--- src/rtl/logic_gate_fifo.sv ---
// ============================================================================
// logic_gate_fifo
// ----------------------------------------------------------------------------
// This block is a WIDTH-bit bitwise logic unit followed by a DEPTH-entry result
// buffer. The operation is selected for each transaction. Operand pairs arrive
// on a valid/ready handshake. Each result is computed in the cycle it is
// accepted and is stored together with its zero flag and its parity bit. The
// consumer drains the buffer through a second valid/ready handshake. Because
// every result is stored, a stalled consumer never causes a result to be lost.
//
// Ports
//   clk        : single clock; all state changes on the rising edge
//   rst        : asynchronous, active-low reset
//   in_valid   : producer presents a, b and op this cycle
//   in_ready   : buffer has room; depends on registered state only
//   a, b       : WIDTH-bit operands
//   op         : 3-bit operation select
//   out_valid  : buffer head holds a result
//   out_ready  : consumer takes the head result this cycle
//   y          : result at the buffer head
//   y_zero     : head result equals zero
//   y_par      : XOR-reduction of the head result
//   level      : number of entries currently held (0..DEPTH)
// ============================================================================
module logic_gate_fifo #(
    parameter int WIDTH = 2,
    parameter int DEPTH = 4
) (
    input  logic                     clk,
    input  logic                     rst,
    input  logic                     in_valid,
    output logic                     in_ready,
    input  logic [WIDTH-1:0]         a,
    input  logic [WIDTH-1:0]         b,
    input  logic [2:0]               op,
    output logic                     out_valid,
    input  logic                     out_ready,
    output logic [WIDTH-1:0]         y,
    output logic                     y_zero,
    output logic                     y_par,
    output logic [$clog2(DEPTH):0]   level
);

    localparam int AW = $clog2(DEPTH);
    localparam int PW = AW + 1;

    typedef enum logic [2:0] {
        OP_AND  = 3'b000,
        OP_OR   = 3'b001,
        OP_XOR  = 3'b010,
        OP_NAND = 3'b011,
        OP_NOR  = 3'b100,
        OP_XNOR = 3'b101,
        OP_NOTA = 3'b110,
        OP_ANDN = 3'b111
    } opSel_e;

    // ------------------------------------------------------------------------
    // State
    // ------------------------------------------------------------------------
    logic [PW-1:0]    wrPtr_q, wrPtr_d;
    logic [PW-1:0]    rdPtr_q, rdPtr_d;
    logic [WIDTH-1:0] dataMem_q [DEPTH];
    logic [DEPTH-1:0] zeroMem_q;
    logic [DEPTH-1:0] parMem_q;

    // ------------------------------------------------------------------------
    // Combinational helpers
    // ------------------------------------------------------------------------
    logic [WIDTH-1:0] opResult;
    logic             opZero;
    logic             opPar;
    logic             fullFlag;
    logic             emptyFlag;
    logic             pushEn;
    logic             popEn;
    logic [AW-1:0]    wrIdx;
    logic [AW-1:0]    rdIdx;

    assign wrIdx = wrPtr_q[AW-1:0];
    assign rdIdx = rdPtr_q[AW-1:0];

    // The pointers carry one extra wrap bit. Equal low bits with differing
    // wrap bits means the writer is exactly one lap ahead of the reader.
    assign fullFlag  = (wrPtr_q[AW-1:0] == rdPtr_q[AW-1:0]) &&
                       (wrPtr_q[AW] != rdPtr_q[AW]);
    assign emptyFlag = (wrPtr_q == rdPtr_q);

    // The pop does not free a slot for a push in the same cycle. This keeps
    // in_ready free of any combinational path from out_ready.
    assign pushEn = in_valid && !fullFlag;
    assign popEn  = !emptyFlag && out_ready;

    // ------------------------------------------------------------------------
    // Operation decode. The result and its flags are computed in the push
    // cycle and stored, so the output side never recomputes them.
    // ------------------------------------------------------------------------
    always_comb begin
        opResult = '0;
        case (opSel_e'(op))
            OP_AND:  opResult = a & b;
            OP_OR:   opResult = a | b;
            OP_XOR:  opResult = a ^ b;
            OP_NAND: opResult = ~(a & b);
            OP_NOR:  opResult = ~(a | b);
            OP_XNOR: opResult = ~(a ^ b);
            OP_NOTA: opResult = ~a;
            OP_ANDN: opResult = a & ~b;
            default: opResult = '0;
        endcase
    end

    assign opZero = (opResult == '0);
    assign opPar  = ^opResult;

    // ------------------------------------------------------------------------
    // Pointer next-state
    // ------------------------------------------------------------------------
    always_comb begin
        wrPtr_d = wrPtr_q;
        rdPtr_d = rdPtr_q;
        if (pushEn) begin
            wrPtr_d = wrPtr_q + PW'(1);
        end
        if (popEn) begin
            rdPtr_d = rdPtr_q + PW'(1);
        end
    end

    always_ff @(posedge clk or negedge rst) begin
        if (!rst) begin
            wrPtr_q <= '0;
            rdPtr_q <= '0;
        end else begin
            wrPtr_q <= wrPtr_d;
            rdPtr_q <= rdPtr_d;
        end
    end

    // ------------------------------------------------------------------------
    // Result storage. Every entry is cleared on reset, so y, y_zero and y_par
    // read as zero immediately after reset. This holds even though the read
    // path is not gated by out_valid.
    // ------------------------------------------------------------------------
    always_ff @(posedge clk or negedge rst) begin
        if (!rst) begin
            for (int i = 0; i < DEPTH; i++) begin
                dataMem_q[i] <= '0;
            end
            zeroMem_q <= '0;
            parMem_q  <= '0;
        end else if (pushEn) begin
            dataMem_q[wrIdx] <= opResult;
            zeroMem_q[wrIdx] <= opZero;
            parMem_q[wrIdx]  <= opPar;
        end
    end

    // ------------------------------------------------------------------------
    // Outputs. All of them are functions of registered state only. The head
    // entry is written only when the buffer wraps onto it, and that cannot
    // happen while the entry is still unread. The head data therefore stays
    // stable until the edge on which it is popped.
    // ------------------------------------------------------------------------
    assign in_ready  = !fullFlag;
    assign out_valid = !emptyFlag;
    assign y         = dataMem_q[rdIdx];
    assign y_zero    = zeroMem_q[rdIdx];
    assign y_par     = parMem_q[rdIdx];
    assign level     = wrPtr_q - rdPtr_q;

endmodule
--- config.mk ---
export PLATFORM = sky130hd
export DESIGN_NAME = logic_gate_fifo
export DESIGN_NICKNAME = d
export VERILOG_FILES = /design/src/rtl/logic_gate_fifo.sv
export SDC_FILE = /design/constraint.sdc
export NUM_CORES = 1
export LEC_CHECK = 0
export BUFFER_PORTS_ARGS = -buffer_cell sky130_fd_sc_hd__buf_2
export CAP_MARGIN = 15
export CORE_MARGIN = 1.5
export CORE_UTILIZATION = 45
export CTS_CLUSTER_SIZE = 16
export DETAILED_ROUTE_END_ITERATION = 10
export PLACE_DENSITY = 0.75
export SLEW_MARGIN = 20
export SYNTH_ARGS = -nofsm -noshare
export SYNTH_HDL_FRONTEND = slang
export SYNTH_SLANG_ARGS = --single-unit
--- constraint.sdc ---
create_clock -name clk -period 1.6 [get_ports clk]
set_input_delay 0.08 -clock clk [delete_from_list [all_inputs] [get_ports clk]]
set_output_delay 0.08 -clock clk [all_outputs]
set_load 0.02 [all_outputs]
==> metrics <==
status=complete, but fails checks; failing checks=negative setup slack; 1st-pass router iterations=4; CTS Buffer Depth=2; initial antenna violation count=0; dpl ws=-0.321 ns; routability cong.=between 0.7 and 0.8; Clock transition at path regs=approximately 0.13 ns; Peak Freq=between 500 and 600 MHz; worst r2r src=wrPtr_q[1]$_DFFE_PN0P_; Reg2Reg Depth=4; Clock Sinks=22; Net Count, Synth=~140; WP data required=approximately 1.5 ns; crit path kind=reg -> out; vias in the first global route=990; Top delay family on crit path=adder cells; Crit Path Max Fanout=2; CTS HTree Levels=1; Placed Instances=approximately 180; Avg Inst Size Synth=around 12 µm²; Hold Slack=0.0469 ns; Die Span Y=between 50 and 60 µm; largest net degree at the start of global routing=23; pwr dens=about 2200 nW/µm²; 1st-iter DRT viols=37; Layout area overhead=27.3%; Crit path arrival time=approximately 1.6 ns; Die X=roughly 60 µm; first-pass GRT wire length=4.71 mm; setup ws final=-0.0714 ns; DRT Wirelength=2.72 mm; Fill cells=262; Slew Viols, Final=0; Cells after Synth=118; grt ovf=0; hold path start=out_ready; static leakage=just under 0.9 nW; number of max-cap violations=0; Initial Util=a little under half; fin util=60.6%; Via density=between 4 and 5; most common cell type on the critical path=inv_2; yosys warns=0; total CTS buffers=3; Slew HR=68.2%; ratio of cells with drive above 1 in the final layout=around half; DR DRC count=0; total number of vias=between 900 and 1000; slowest CP cell=fa_2; library cells used by synthesis=32; final setup violation count=6; number of antenna diodes=0; Fin. Hold Viols=0; commonest cells after routing, fill and taps aside=dfrtp_1, buf_2, mux2_4, buf_4; PortBufs=19; ANT nets after route=0; Mapped Area=1450 µm²; GRT Util Overall=between 10% and 20%; Detailed Place HPWL=2.15 mm; Hold EP=rdPtr_q[2]$_DFFE_PN0P_; Layout Nets=174; final instance area=~1800 µm²; critical path, cell by cell=inv_2 -> ha_4 -> fa_2 -> inv_2 -> buf_6; most common cell after layout, fill and taps aside=dfrtp_1; RSZ-0062 raised after global routing=yes; TritonCTS clock tree=built; Clock Latency Late Sink=0.31 ns; hold crit path type=in -> reg; FF-to-FF setup slack=around 0.080 ns; flip-flop and latch count after synthesis=22; Worst Path Buf+Inv=3; wire length per cell=between 10 and 15 µm; Min Clock Period, post-route=between 1.5 and 2 ns; Worst Skew=approximately 0.010 ns; Final Non-Filler Cells=~190; crit path from=wrPtr_q[0]$_DFFE_PN0P_; register area share after synthesis=between 30% and 40%; Worst setup EP type=output port; hold path depth=3; final period utilization=104%; Clock Tree Root=clkbuf_4; core area=3050 µm²; Crit path largest cell delay=between 0.5 and 0.6 ns; type of origin of the critical path=register; placed inst area=approximately 1700 µm²; IO Pins=20; Total Die Area=3580 µm²; R2R Path End=parMem_q[0]$_DFFE_PN0P_; maximum VDD drop=between 1000 and 1500 µV; Worst-Margin Slew=~0.48 ns; cell row count=20
==> cells in the mapped netlist <==
cell type	number	area (µm²)
mux2_4	12	180
inv_1	15	56.3
buf_2	5	25.0
nand2_1	2	7.51
o211a_1	1	10.0
nand3b_1	1	7.51
xnor2_1	5	43.8
clkbuf_1	1	3.75
a221o_1	1	10.0
and3_1	4	25.0
dfrtp_1	22	551
nor4_1	1	6.26
mux2_2	2	22.5
or4_1	1	7.51
a32oi_1	1	8.76
nand2b_1	3	18.8
buf_6	1	11.3
nor3_1	1	5.00
xor2_1	1	8.76
mux4_2	4	90.1
fa_1	1	20.0
nor4bb_1	1	10.0
a31oi_1	2	12.5
nor2_1	4	15.0
nand3b_4	1	20.0
and2_1	1	6.26
o31ai_4	1	21.3
ha_1	14	175
a2bb2oi_1	1	8.76
nand3_1	2	10.0
mux2i_1	5	50.1
clkbuf_2	1	5.00
==> area by class of cell <==
cell class	count	area (µm²)	area share [%]
Clock buffer	3	22.5	1.22
Tap cell	44	55.1	2.98
Inverter	15	71.3	3.86
Clock inverter	1	30.0	1.62
Multi-Input combinational cell	73	873	47.2
Timing Repair Buffer	33	244	13.2
Sequential cell	22	553	29.9
==> power by group <==
part	switching, mW	internal, mW	total (mW)
clock	0.173	0.253	0.426
combinational	1.13	1.42	2.55
sequential	0.215	0.844	1.06
==> cells by family (layout without fill, tap and decap cells) <==
logic type | after synthesis | count (layout) | synth area share [%]
mux | 23 | 23 | 23.6
buf+inv | 23 | 52 | 6.98
simple gates | 22 | 22 | 9.56
fa+ha+maj | 15 | 15 | 13.4
compound gates | 7 | 7 | 4.91
flops | 22 | 22 | 37.9
xor+xnor | 6 | 6 | 3.62
==> registers in the layout, indices dropped and copies added, names as in the netlist <==
name / cells
dataMem_q: 8
parMem_q: 4
zeroMem_q: 4
rdPtr_q: 3
wrPtr_q: 3
==> layer usage <==
metal  vias up  share of wire (%)  track usage, %
met5         -                  0               0
met4         0               0.88            3.81
met3         2                2.9            3.90
met2        19                 51            30.0
met1       466                 45            22.6
li1        461                  -               -
==> what timing repair did <==
item | CTS | global route
buffers inserted | 2 | 0
cloned | 0 | 0
endpoints found under the setup margin | 10 | 13
pin swaps | 1 | 1
hold buffers | 1 | 0
hold endpoints to repair | 22 | 0
resized for setup | 18 | 1
==> worst min-delay path, stage by stage <==
cell,delay (ns)
buf_2,0.10
nand3_1,0.08
xnor2_1,0.06
==> how the worst max path moves through the flow <==
stage | depth (start not counted) | slack (ns) | end
after floorplan | 6 | -0.02 | parMem_q[0]$_DFFE_PN0P_
after global placement | 7 | -0.27 | parMem_q[0]$_DFFE_PN0P_
after detailed placement | 7 | -0.32 | parMem_q[0]$_DFFE_PN0P_
after CTS | 5 | -0.09 | level[1]
after global routing | 5 | -0.14 | level[1]
final | 5 | -0.07 | level[1]
==> per-stage QoR <==
stage / total power, mW / setup TNS (ns)
3_5_place_dp: 3.30 / -1.55
5_1_grt: 4.32 / -0.556
6_report: 4.03 / -0.183
4_1_cts: 4.04 / -0.276
2_1_floorplan: 2.69 / -0.103
3_3_place_gp: 3.20 / -1.21
No activity file was read; power rests on OpenSTA's default activity.
